===== src/rtl/sd_pkg.sv =====
// Shared definitions for the SD block engine: FSM encoding, result codes and
// the SD data-token byte values.
package sd_pkg;

  typedef enum logic [3:0] {
    IDLE,
    R_TOKEN,
    R_DATA,
    R_HOLD,
    R_CRC,
    W_TOKEN,
    W_DATA,
    W_CRC_H,
    W_CRC_L,
    W_RESP,
    W_BUSY,
    FINISH
  } sd_state_t;

  localparam logic [2:0] ERR_OK            = 3'd0;
  localparam logic [2:0] ERR_TOKEN_TIMEOUT = 3'd1;
  localparam logic [2:0] ERR_READ_CRC      = 3'd2;
  localparam logic [2:0] ERR_DATA_TOKEN    = 3'd3;
  localparam logic [2:0] ERR_WRITE_REJECT  = 3'd4;
  localparam logic [2:0] ERR_BUSY_TIMEOUT  = 3'd5;
  localparam logic [2:0] ERR_ABORTED       = 3'd6;

  localparam logic [7:0] START_TOKEN = 8'hFE;
  localparam logic [7:0] IDLE_BYTE   = 8'hFF;
  localparam logic [2:0] RESP_ACCEPT = 3'b010;

  // Timeout counters stick at all-ones rather than wrapping back to zero.
  function automatic logic [15:0] satInc16(input logic [15:0] v);
    return (v == 16'hFFFF) ? v : v + 16'd1;
  endfunction

endpackage


===== src/rtl/sd_byte_xfer.sv =====
// One-byte transfer primitive on top of the SPI shifter: issues a single start
// pulse and reports completion once the shifter has been seen busy and then idle.
module sd_byte_xfer
  import sd_pkg::*;
(
  input  logic       clk,
  input  logic       rst,
  input  logic       i_go,
  input  logic       i_isRead,
  input  logic [7:0] i_txByte,
  input  logic       i_shBusy,
  input  logic [7:0] i_shDataOut,
  output logic       o_shStartRead,
  output logic       o_shStartWrite,
  output logic [7:0] o_shDataIn,
  output logic [7:0] o_rxByte,
  output logic       o_done
);

  logic       r_active;
  logic       r_pend;
  logic       r_isRead;
  logic       r_seenBusy;
  logic       r_startRead;
  logic       r_startWrite;
  logic       r_done;
  logic [7:0] r_tx;
  logic [7:0] r_rx;

  // r_pend delays the start until the shifter is idle; seenBusy absorbs the
  // shifter's one-cycle lag between start and busy.
  always_ff @(posedge clk or posedge rst) begin
    if (rst) begin
      r_active     <= 1'b0;
      r_pend       <= 1'b0;
      r_isRead     <= 1'b0;
      r_seenBusy   <= 1'b0;
      r_startRead  <= 1'b0;
      r_startWrite <= 1'b0;
      r_done       <= 1'b0;
      r_tx         <= 8'h00;
      r_rx         <= 8'h00;
    end else begin
      r_startRead  <= 1'b0;
      r_startWrite <= 1'b0;
      r_done       <= 1'b0;
      if (!r_active) begin
        if (i_go) begin
          r_active   <= 1'b1;
          r_pend     <= 1'b1;
          r_seenBusy <= 1'b0;
          r_isRead   <= i_isRead;
          r_tx       <= i_txByte;
        end
      end else if (r_pend) begin
        if (!i_shBusy) begin
          r_pend       <= 1'b0;
          r_startRead  <= r_isRead;
          r_startWrite <= !r_isRead;
        end
      end else if (i_shBusy) begin
        r_seenBusy <= 1'b1;
      end else if (r_seenBusy) begin
        r_active <= 1'b0;
        r_done   <= 1'b1;
        r_rx     <= i_shDataOut;
      end
    end
  end

  assign o_shStartRead  = r_startRead;
  assign o_shStartWrite = r_startWrite;
  assign o_shDataIn     = r_tx;
  assign o_rxByte       = r_rx;
  assign o_done         = r_done;

endmodule


===== src/rtl/sd_block_engine.sv =====
// SD single-block read/write sequencer: drives the byte shifter through token
// hunt, data streaming, CRC16 handling, data response and card-busy polling.
module sd_block_engine
  import sd_pkg::*;
#(
  parameter int unsigned BLOCK_LEN     = 512,
  parameter int unsigned TOKEN_TIMEOUT = 4096,
  parameter int unsigned BUSY_TIMEOUT  = 65535
) (
  input  logic        clk,
  input  logic        rst,
  input  logic        cmd_read,
  input  logic        cmd_write,
  input  logic        abort,
  output logic        busy,
  output logic        done,
  output logic [2:0]  error,
  output logic [7:0]  rd_data,
  output logic        rd_valid,
  input  logic        rd_ready,
  input  logic [7:0]  wr_data,
  input  logic        wr_valid,
  output logic        wr_ready,
  output logic        sh_start_write,
  output logic        sh_start_read,
  output logic [7:0]  sh_data_in,
  input  logic [7:0]  sh_data_out,
  input  logic        sh_busy,
  output logic        sh_crc_reset,
  output logic        sh_crc_source,
  input  logic [15:0] sh_crc_out
);

  sd_state_t   r_state;
  logic        r_inFlight;
  logic [10:0] r_byteCnt;
  logic [15:0] r_tmoCnt;
  logic [15:0] r_crcHold;
  logic [2:0]  r_err;
  logic        r_crcReset;
  logic        r_crcSrc;

  sd_state_t   w_nextState;
  logic        w_go;
  logic        w_goRead;
  logic [7:0]  w_tx;
  logic [7:0]  w_rx;
  logic        w_xDone;
  logic        w_errLoad;
  logic [2:0]  w_errVal;
  logic        w_crcReset;
  logic        w_srcLoad;
  logic        w_srcVal;
  logic        w_cntInc;
  logic        w_tmoInc;
  logic        w_latchCrc;
  logic [15:0] w_tmoNext;
  logic        w_boundary;
  logic        w_keepCnt;

  sd_byte_xfer u_xfer (
    .clk            (clk),
    .rst            (rst),
    .i_go           (w_go),
    .i_isRead       (w_goRead),
    .i_txByte       (w_tx),
    .i_shBusy       (sh_busy),
    .i_shDataOut    (sh_data_out),
    .o_shStartRead  (sh_start_read),
    .o_shStartWrite (sh_start_write),
    .o_shDataIn     (sh_data_in),
    .o_rxByte       (w_rx),
    .o_done         (w_xDone)
  );

  assign w_tmoNext  = satInc16(r_tmoCnt);
  assign w_boundary = !r_inFlight && (r_state != IDLE) && (r_state != FINISH);

  always_comb begin
    w_nextState = r_state;
    w_go        = 1'b0;
    w_goRead    = 1'b0;
    w_tx        = IDLE_BYTE;
    w_errLoad   = 1'b0;
    w_errVal    = ERR_OK;
    w_crcReset  = 1'b0;
    w_srcLoad   = 1'b0;
    w_srcVal    = 1'b0;
    w_cntInc    = 1'b0;
    w_tmoInc    = 1'b0;
    w_latchCrc  = 1'b0;
    if (r_state == IDLE) begin
      if (cmd_read) begin
        w_nextState = R_TOKEN;
        w_errLoad   = 1'b1;
        w_srcLoad   = 1'b1;
        w_srcVal    = 1'b1;
      end else if (cmd_write) begin
        w_nextState = W_TOKEN;
        w_errLoad   = 1'b1;
        w_srcLoad   = 1'b1;
      end
    end else if (r_state == FINISH) begin
      w_nextState = IDLE;
    end else if (w_boundary && abort) begin
      w_nextState = FINISH;
      w_errLoad   = 1'b1;
      w_errVal    = ERR_ABORTED;
    end else begin
      case (r_state)
        R_TOKEN: begin
          if (!r_inFlight) begin
            w_go     = 1'b1;
            w_goRead = 1'b1;
          end else if (w_xDone) begin
            if (w_rx == START_TOKEN) begin
              w_crcReset  = 1'b1;
              w_nextState = R_DATA;
            end else if (w_rx[7:4] == 4'h0) begin
              w_nextState = FINISH;
              w_errLoad   = 1'b1;
              w_errVal    = ERR_DATA_TOKEN;
            end else begin
              w_tmoInc = 1'b1;
              if ({1'b0, w_tmoNext} >= 17'(TOKEN_TIMEOUT)) begin
                w_nextState = FINISH;
                w_errLoad   = 1'b1;
                w_errVal    = ERR_TOKEN_TIMEOUT;
              end
            end
          end
        end
        R_DATA: begin
          if (!r_inFlight) begin
            w_go     = 1'b1;
            w_goRead = 1'b1;
            w_cntInc = 1'b1;
          end else if (w_xDone) begin
            w_nextState = R_HOLD;
          end
        end
        R_HOLD: begin
          if (rd_ready) begin
            w_nextState = (r_byteCnt == 11'(BLOCK_LEN)) ? R_CRC : R_DATA;
          end
        end
        R_CRC: begin
          if (!r_inFlight) begin
            w_go     = 1'b1;
            w_goRead = 1'b1;
            w_cntInc = 1'b1;
          end else if (w_xDone && (r_byteCnt == 11'd2)) begin
            w_nextState = FINISH;
            w_errLoad   = 1'b1;
            w_errVal    = (sh_crc_out == 16'h0000) ? ERR_OK : ERR_READ_CRC;
          end
        end
        W_TOKEN: begin
          if (!r_inFlight) begin
            w_go = 1'b1;
            w_tx = START_TOKEN;
          end else if (w_xDone) begin
            // Clear the CRC only after the token so it covers the data bytes alone.
            w_crcReset  = 1'b1;
            w_nextState = W_DATA;
          end
        end
        W_DATA: begin
          if (!r_inFlight) begin
            if (wr_valid) begin
              w_go     = 1'b1;
              w_tx     = wr_data;
              w_cntInc = 1'b1;
            end
          end else if (w_xDone && (r_byteCnt == 11'(BLOCK_LEN))) begin
            w_latchCrc  = 1'b1;
            w_nextState = W_CRC_H;
          end
        end
        W_CRC_H: begin
          if (!r_inFlight) begin
            w_go = 1'b1;
            w_tx = r_crcHold[15:8];
          end else if (w_xDone) begin
            w_nextState = W_CRC_L;
          end
        end
        W_CRC_L: begin
          if (!r_inFlight) begin
            w_go = 1'b1;
            w_tx = r_crcHold[7:0];
          end else if (w_xDone) begin
            w_nextState = W_RESP;
          end
        end
        W_RESP: begin
          if (!r_inFlight) begin
            w_go     = 1'b1;
            w_goRead = 1'b1;
          end else if (w_xDone) begin
            if (!w_rx[4]) begin
              if (w_rx[3:1] == RESP_ACCEPT) begin
                w_nextState = W_BUSY;
              end else begin
                w_nextState = FINISH;
                w_errLoad   = 1'b1;
                w_errVal    = ERR_WRITE_REJECT;
              end
            end else begin
              w_tmoInc = 1'b1;
              if ({1'b0, w_tmoNext} >= 17'(TOKEN_TIMEOUT)) begin
                w_nextState = FINISH;
                w_errLoad   = 1'b1;
                w_errVal    = ERR_TOKEN_TIMEOUT;
              end
            end
          end
        end
        W_BUSY: begin
          if (!r_inFlight) begin
            w_go     = 1'b1;
            w_goRead = 1'b1;
          end else if (w_xDone) begin
            if (w_rx == IDLE_BYTE) begin
              w_nextState = FINISH;
            end else begin
              w_tmoInc = 1'b1;
              if ({1'b0, w_tmoNext} >= 17'(BUSY_TIMEOUT)) begin
                w_nextState = FINISH;
                w_errLoad   = 1'b1;
                w_errVal    = ERR_BUSY_TIMEOUT;
              end
            end
          end
        end
        default: w_nextState = IDLE;
      endcase
    end
  end

  always_ff @(posedge clk or posedge rst) begin
    if (rst) begin
      r_state <= IDLE;
    end else begin
      r_state <= w_nextState;
    end
  end

  // The data byte count must survive the R_DATA/R_HOLD ping-pong.
  assign w_keepCnt = ((r_state == R_DATA) && (w_nextState == R_HOLD)) ||
                     ((r_state == R_HOLD) && (w_nextState == R_DATA));

  always_ff @(posedge clk or posedge rst) begin
    if (rst) begin
      r_inFlight <= 1'b0;
      r_byteCnt  <= 11'd0;
      r_tmoCnt   <= 16'd0;
      r_crcHold  <= 16'h0000;
      r_err      <= ERR_OK;
      r_crcReset <= 1'b0;
      r_crcSrc   <= 1'b0;
    end else begin
      r_crcReset <= w_crcReset;
      if (w_go) begin
        r_inFlight <= 1'b1;
      end else if (w_xDone) begin
        r_inFlight <= 1'b0;
      end
      if ((w_nextState != r_state) && !w_keepCnt) begin
        r_byteCnt <= 11'd0;
      end else if (w_cntInc) begin
        r_byteCnt <= r_byteCnt + 11'd1;
      end
      if (w_nextState != r_state) begin
        r_tmoCnt <= 16'd0;
      end else if (w_tmoInc) begin
        r_tmoCnt <= w_tmoNext;
      end
      if (w_latchCrc) begin
        r_crcHold <= sh_crc_out;
      end
      if (w_errLoad) begin
        r_err <= w_errVal;
      end
      if (w_srcLoad) begin
        r_crcSrc <= w_srcVal;
      end
    end
  end

  assign busy          = (r_state != IDLE) && (r_state != FINISH);
  assign done          = (r_state == FINISH);
  assign error         = r_err;
  assign rd_data       = w_rx;
  assign rd_valid      = (r_state == R_HOLD) && !abort;
  assign wr_ready      = (r_state == W_DATA) && !r_inFlight && !abort;
  assign sh_crc_reset  = r_crcReset;
  assign sh_crc_source = r_crcSrc;

endmodule


===== config.mk =====
export PLATFORM = sky130hd
export DESIGN_NAME = sd_block_engine
export DESIGN_NICKNAME = d
export VERILOG_FILES = /design/src/rtl/sd_pkg.sv /design/src/rtl/sd_byte_xfer.sv /design/src/rtl/sd_block_engine.sv
export SDC_FILE = /design/constraint.sdc
export NUM_CORES = 1
export LEC_CHECK = 0
export CAP_MARGIN = 20
export CORE_MARGIN = 4
export CORE_UTILIZATION = 55
export DETAILED_ROUTE_END_ITERATION = 10
export GPL_ROUTABILITY_DRIVEN = 0
export PLACE_DENSITY_LB_ADDON = 0.3
export SLEW_MARGIN = 20
export SYNTH_ARGS = -nofsm -noshare
export SYNTH_HDL_FRONTEND = slang
export SYNTH_SLANG_ARGS = --single-unit
export TNS_END_PERCENT = 100

===== constraint.sdc =====
create_clock -name clk -period 5.8 [get_ports clk]
set_clock_uncertainty 0.2 [all_clocks]
set_input_delay 1.16 -clock clk [delete_from_list [all_inputs] [get_ports clk]]
set_output_delay 1.16 -clock clk [all_outputs]
set_load 0.05 [all_outputs]

==> summary.md <==
| Metric | Value |
|---|---|
| Hold endpoint | u_xfer.o_shStartWrite$_DFF_PP0_ |
| Cell count after synthesis | 497 |
| Initial antenna violation count | 0 |
| Max VDD drop | 0.267 mV |
| Clk slew on worst S/H paths | 0.08 ns |
| Static leakage | 2.21 nW |
| Post-synthesis sequential area ratio | 0.420 |
| I/O Buffers | 66 |
| Crit. End Element | output pin |
| Die W | 98.7 µm |
| WL per Instance | 17.0 µm |
| Slowest stage delay, CP | 0.84 ns |
| CP max FO | 25 |
| First-pass GRT wire length | 18,800 µm |
| Reg-to-reg startpoint | r_state[1]$_DFF_PP0_ |
| Synth Area in Simple Gates | 0.243 |
| # fillers | 651 |
| Hold Path Stages | 1 |
| Hold Path Origin | u_xfer.r_isRead$_DFFE_PP0P_ |
| RSZ-0062 raised after global routing | no |
| ANT cells | 0 |
| ANT nets after route | 0 |
| FF-to-FF End | r_byteCnt[6]$_DFFE_PP0P_ |
| CP top delay family | simple AND/OR/NAND/NOR gates |
| Gr usage total | 0.235 |
| Max-slew violation count | 0 |
| Syn_nets | 541 |
| Distinct cell type count after synthesis | 62 |
| Die Ht | 98.7 µm |
| R2r setup slk | 1.93 ns |
| Syn. warnings | 0 |
| I/O pin count | 67 |
| Cell Count Post-Placement | 643 |
| WS Path Type | flop to output pin |
| Core area | 0.00785 mm² |
| Final wirelength | 11,200 µm |
| CTS root buffer | clkbuf_8 |
| Worst-Skew Late Latency | 0.35 ns |
| Asr flop ratio synth | 1.00 |
| # rows | 32 |
| Worst setup margin | 1.45 ns |
| CP Buf/Inv Count | 1 |
| DIE AREA | 0.00974 mm² |
| Rel. slew slack | 0.263 |
| Synth-to-Final Area Change | 20.2% |
| Clk buf depth | 2 |
| Startpoint types | flop |
| Reg2reg path depth | 8 |
| Crit path DAT | 2.99 ns |
| Adder-Cell Fraction of Synth Area | 0.0111 |
| Data required, critical path | 4.44 ns |
| Vias in the first global route | 3,941 |
| Final setup viols | 0 |
| Slowest CP cell | dfrtp_1 |
| Slew @ Worst Pin | 1.09 ns |
| Layout cells sized above 1 | 0.108 |
| Final net count | 596 |
| Post-synthesis compound-gate area fraction | 0.152 |
| H-tree depth | 3 |
| Mean Syn Cell Area | 9.10 µm² |
| Max Freq | 0.230 GHz |
| Final TNS setup | 0 ns |
| Pin count of the biggest net entering global routing | 42 |
| Fin crit period | 4.35 ns |
| Crit path from | r_state[1]$_DFF_PP0_ |
| Via/cell ratio | 6.13 |
| Final Power | 2.26 mW |
| Mux cell area share after synthesis | 0.0941 |
| DRT Pass-1 Iters | 5 |
| Hold-fix buffers, CTS | 0 |
| Initial Utilization | 0.576 |
| Post-synth EDFFs | 0 |
| Main combinational cell family by area after synthesis | simple AND/OR/NAND/NOR gates |
| Register bit total from synthesis | 76 |
| Number of max-cap violations | 0 |
| GRT overflow | 0 |
| PostCTS Resize Cnt | 0 |
| Post-route insts no fill | 659 |
| Crit-path cells | nor4bb_2, and2_1, clkdlybuf4s50_1 |
| Post-route core utilization | 0.693 |
| DP Wirelength | 8330 µm |
| Power Dens Cells | 416 mW/mm² |
| Final Hold Fails | 0 |
| Post-Synth XOR/XNOR Area | 0.0426 |
| CTS tree | done |
| Top_reg_cell synth | dfrtp_1 |
| Outcome | finished clean |
| Initial DRC count | 345 |
| Setup WS pre-CTS | 1.54 ns |
| CTS sink cnt | 76 |
| Tcrit/Tclk final | 0.750 |
| Cell Area, Synth | 0.00452 mm² |
| Hold Crit Class | flop to flop |
| Residual DRC | 0 |
| Cts bufs inserted | 9 |
| Setup bufs post-CTS | 0 |
| Vias | 4,037 |
cell usage in the layout (no fill, tap or decap), types with 2 or more instances in the layout:
master,Yosys,routed
a21o_1,3,3
a21oi_1,24,24
a22o_1,2,2
a22oi_1,3,3
a311oi_1,2,2
a31oi_1,10,10
a32oi_1,2,2
a41oi_1,2,2
and2_1,3,3
and3_1,11,11
buf_4,4,3
bufinv_16,0,2
clkbuf_8,0,9
clkdlybuf4s50_1,0,66
clkinvlp_4,0,2
dfrtp_1,76,76
ha_1,4,4
inv_1,13,12
mux2_2,28,28
mux2i_1,11,11
nand2_1,38,38
nand2b_1,10,10
nand3_1,19,19
nand4_1,15,15
nand4b_1,2,2
nor2_1,71,71
nor2b_1,8,8
nor3_1,9,9
nor4_1,14,14
o2111a_1,2,2
o21ai_0,35,35
o22ai_1,4,4
xnor2_1,5,5
xor2_1,17,17
stage by stage:
step / hold slack, ns / instance area [µm²]
floorplan: 0.202 / 4520
global placement: 0.211 / 5220
detailed placement: 0.222 / 5220
CTS: 0.234 / 5430
global route: 0.271 / 5440
finish: 0.227 / 5440
how the worst max path moves through the flow:
stage                          end  slack, ns  cells after the start
after floorplan           rd_valid       1.73                      1
after global placement    rd_valid       1.50                      3
after detailed placement  rd_valid       1.54                      3
after CTS                 wr_ready       1.23                      3
after global routing      wr_ready       1.28                      3
final                     wr_ready       1.45                      3
power by group:
part           total [mW]  leakage, nW  internal (mW)  switching (mW)
Combinational        1.03         1.16          0.379           0.650
Sequential          0.792        0.947          0.622           0.169
Clock               0.439        0.102          0.242           0.197
cell families after synthesis:
group | Yosys count
AND/OR/NAND/NOR | 213
AO/OA/AOI/OAI | 105
flip-flops | 76
multiplexers | 39
buffers and inverters | 38
XOR/XNOR | 22
adder cells (fa/ha/maj) | 4
flip-flops by register name, summed over array words and instances, names as in the netlist, 3 cells and up:
register           flops
r_state                4
error                  3
u_xfer.o_rxByte        8
u_xfer.o_shDataIn      8
r_crcHold             16
r_byteCnt             11
r_tmoCnt              16
synthesized netlist by cell type (2+ instances only):
master,instances,share of area
dfrtp_1,76,0.42
nor2_1,71,0.059
nand2_1,38,0.032
o21ai_0,35,0.039
mux2_2,28,0.070
a21oi_1,24,0.027
nand3_1,19,0.021
xor2_1,17,0.033
clkbuf_1,16,0.013
nand4_1,15,0.021
nor4_1,14,0.019
inv_1,13,0.011
and3_1,11,0.015
mux2i_1,11,0.024
a31oi_1,10,0.014
nand2b_1,10,0.014
nor3_1,9,0.010
nor2b_1,8,0.011
xnor2_1,5,0.0097
buf_4,4,0.0066
ha_1,4,0.011
o22ai_1,4,0.0055
a21o_1,3,0.0050
a22oi_1,3,0.0050
and2_1,3,0.0041
a22o_1,2,0.0039
a311oi_1,2,0.0039
a32oi_1,2,0.0039
a41oi_1,2,0.0039
buf_1,2,0.0017
buf_2,2,0.0022
nand4b_1,2,0.0039
nor4bb_1,2,0.0044
o2111a_1,2,0.0050
routing by layer:
metal	up-vias	wire, µm	track usage
met2	135	5790	0.398
li1	1912	-	-
met5	-	0	0
met3	22	527	0.0446
met4	0	206	0.0935
met1	1968	4690	0.297
cell type report:
type	count	area, µm²	share of cell area
clock buffer	10	128	0.0235
clock inverter	6	88.8	0.0163
inverter	13	48.8	0.00897
multi-input combinational	383	2460	0.452
sequential	76	1900	0.350
tap	102	128	0.0235
timing repair buffer	69	683	0.126
No activity file was read; power rests on OpenSTA's default activity.
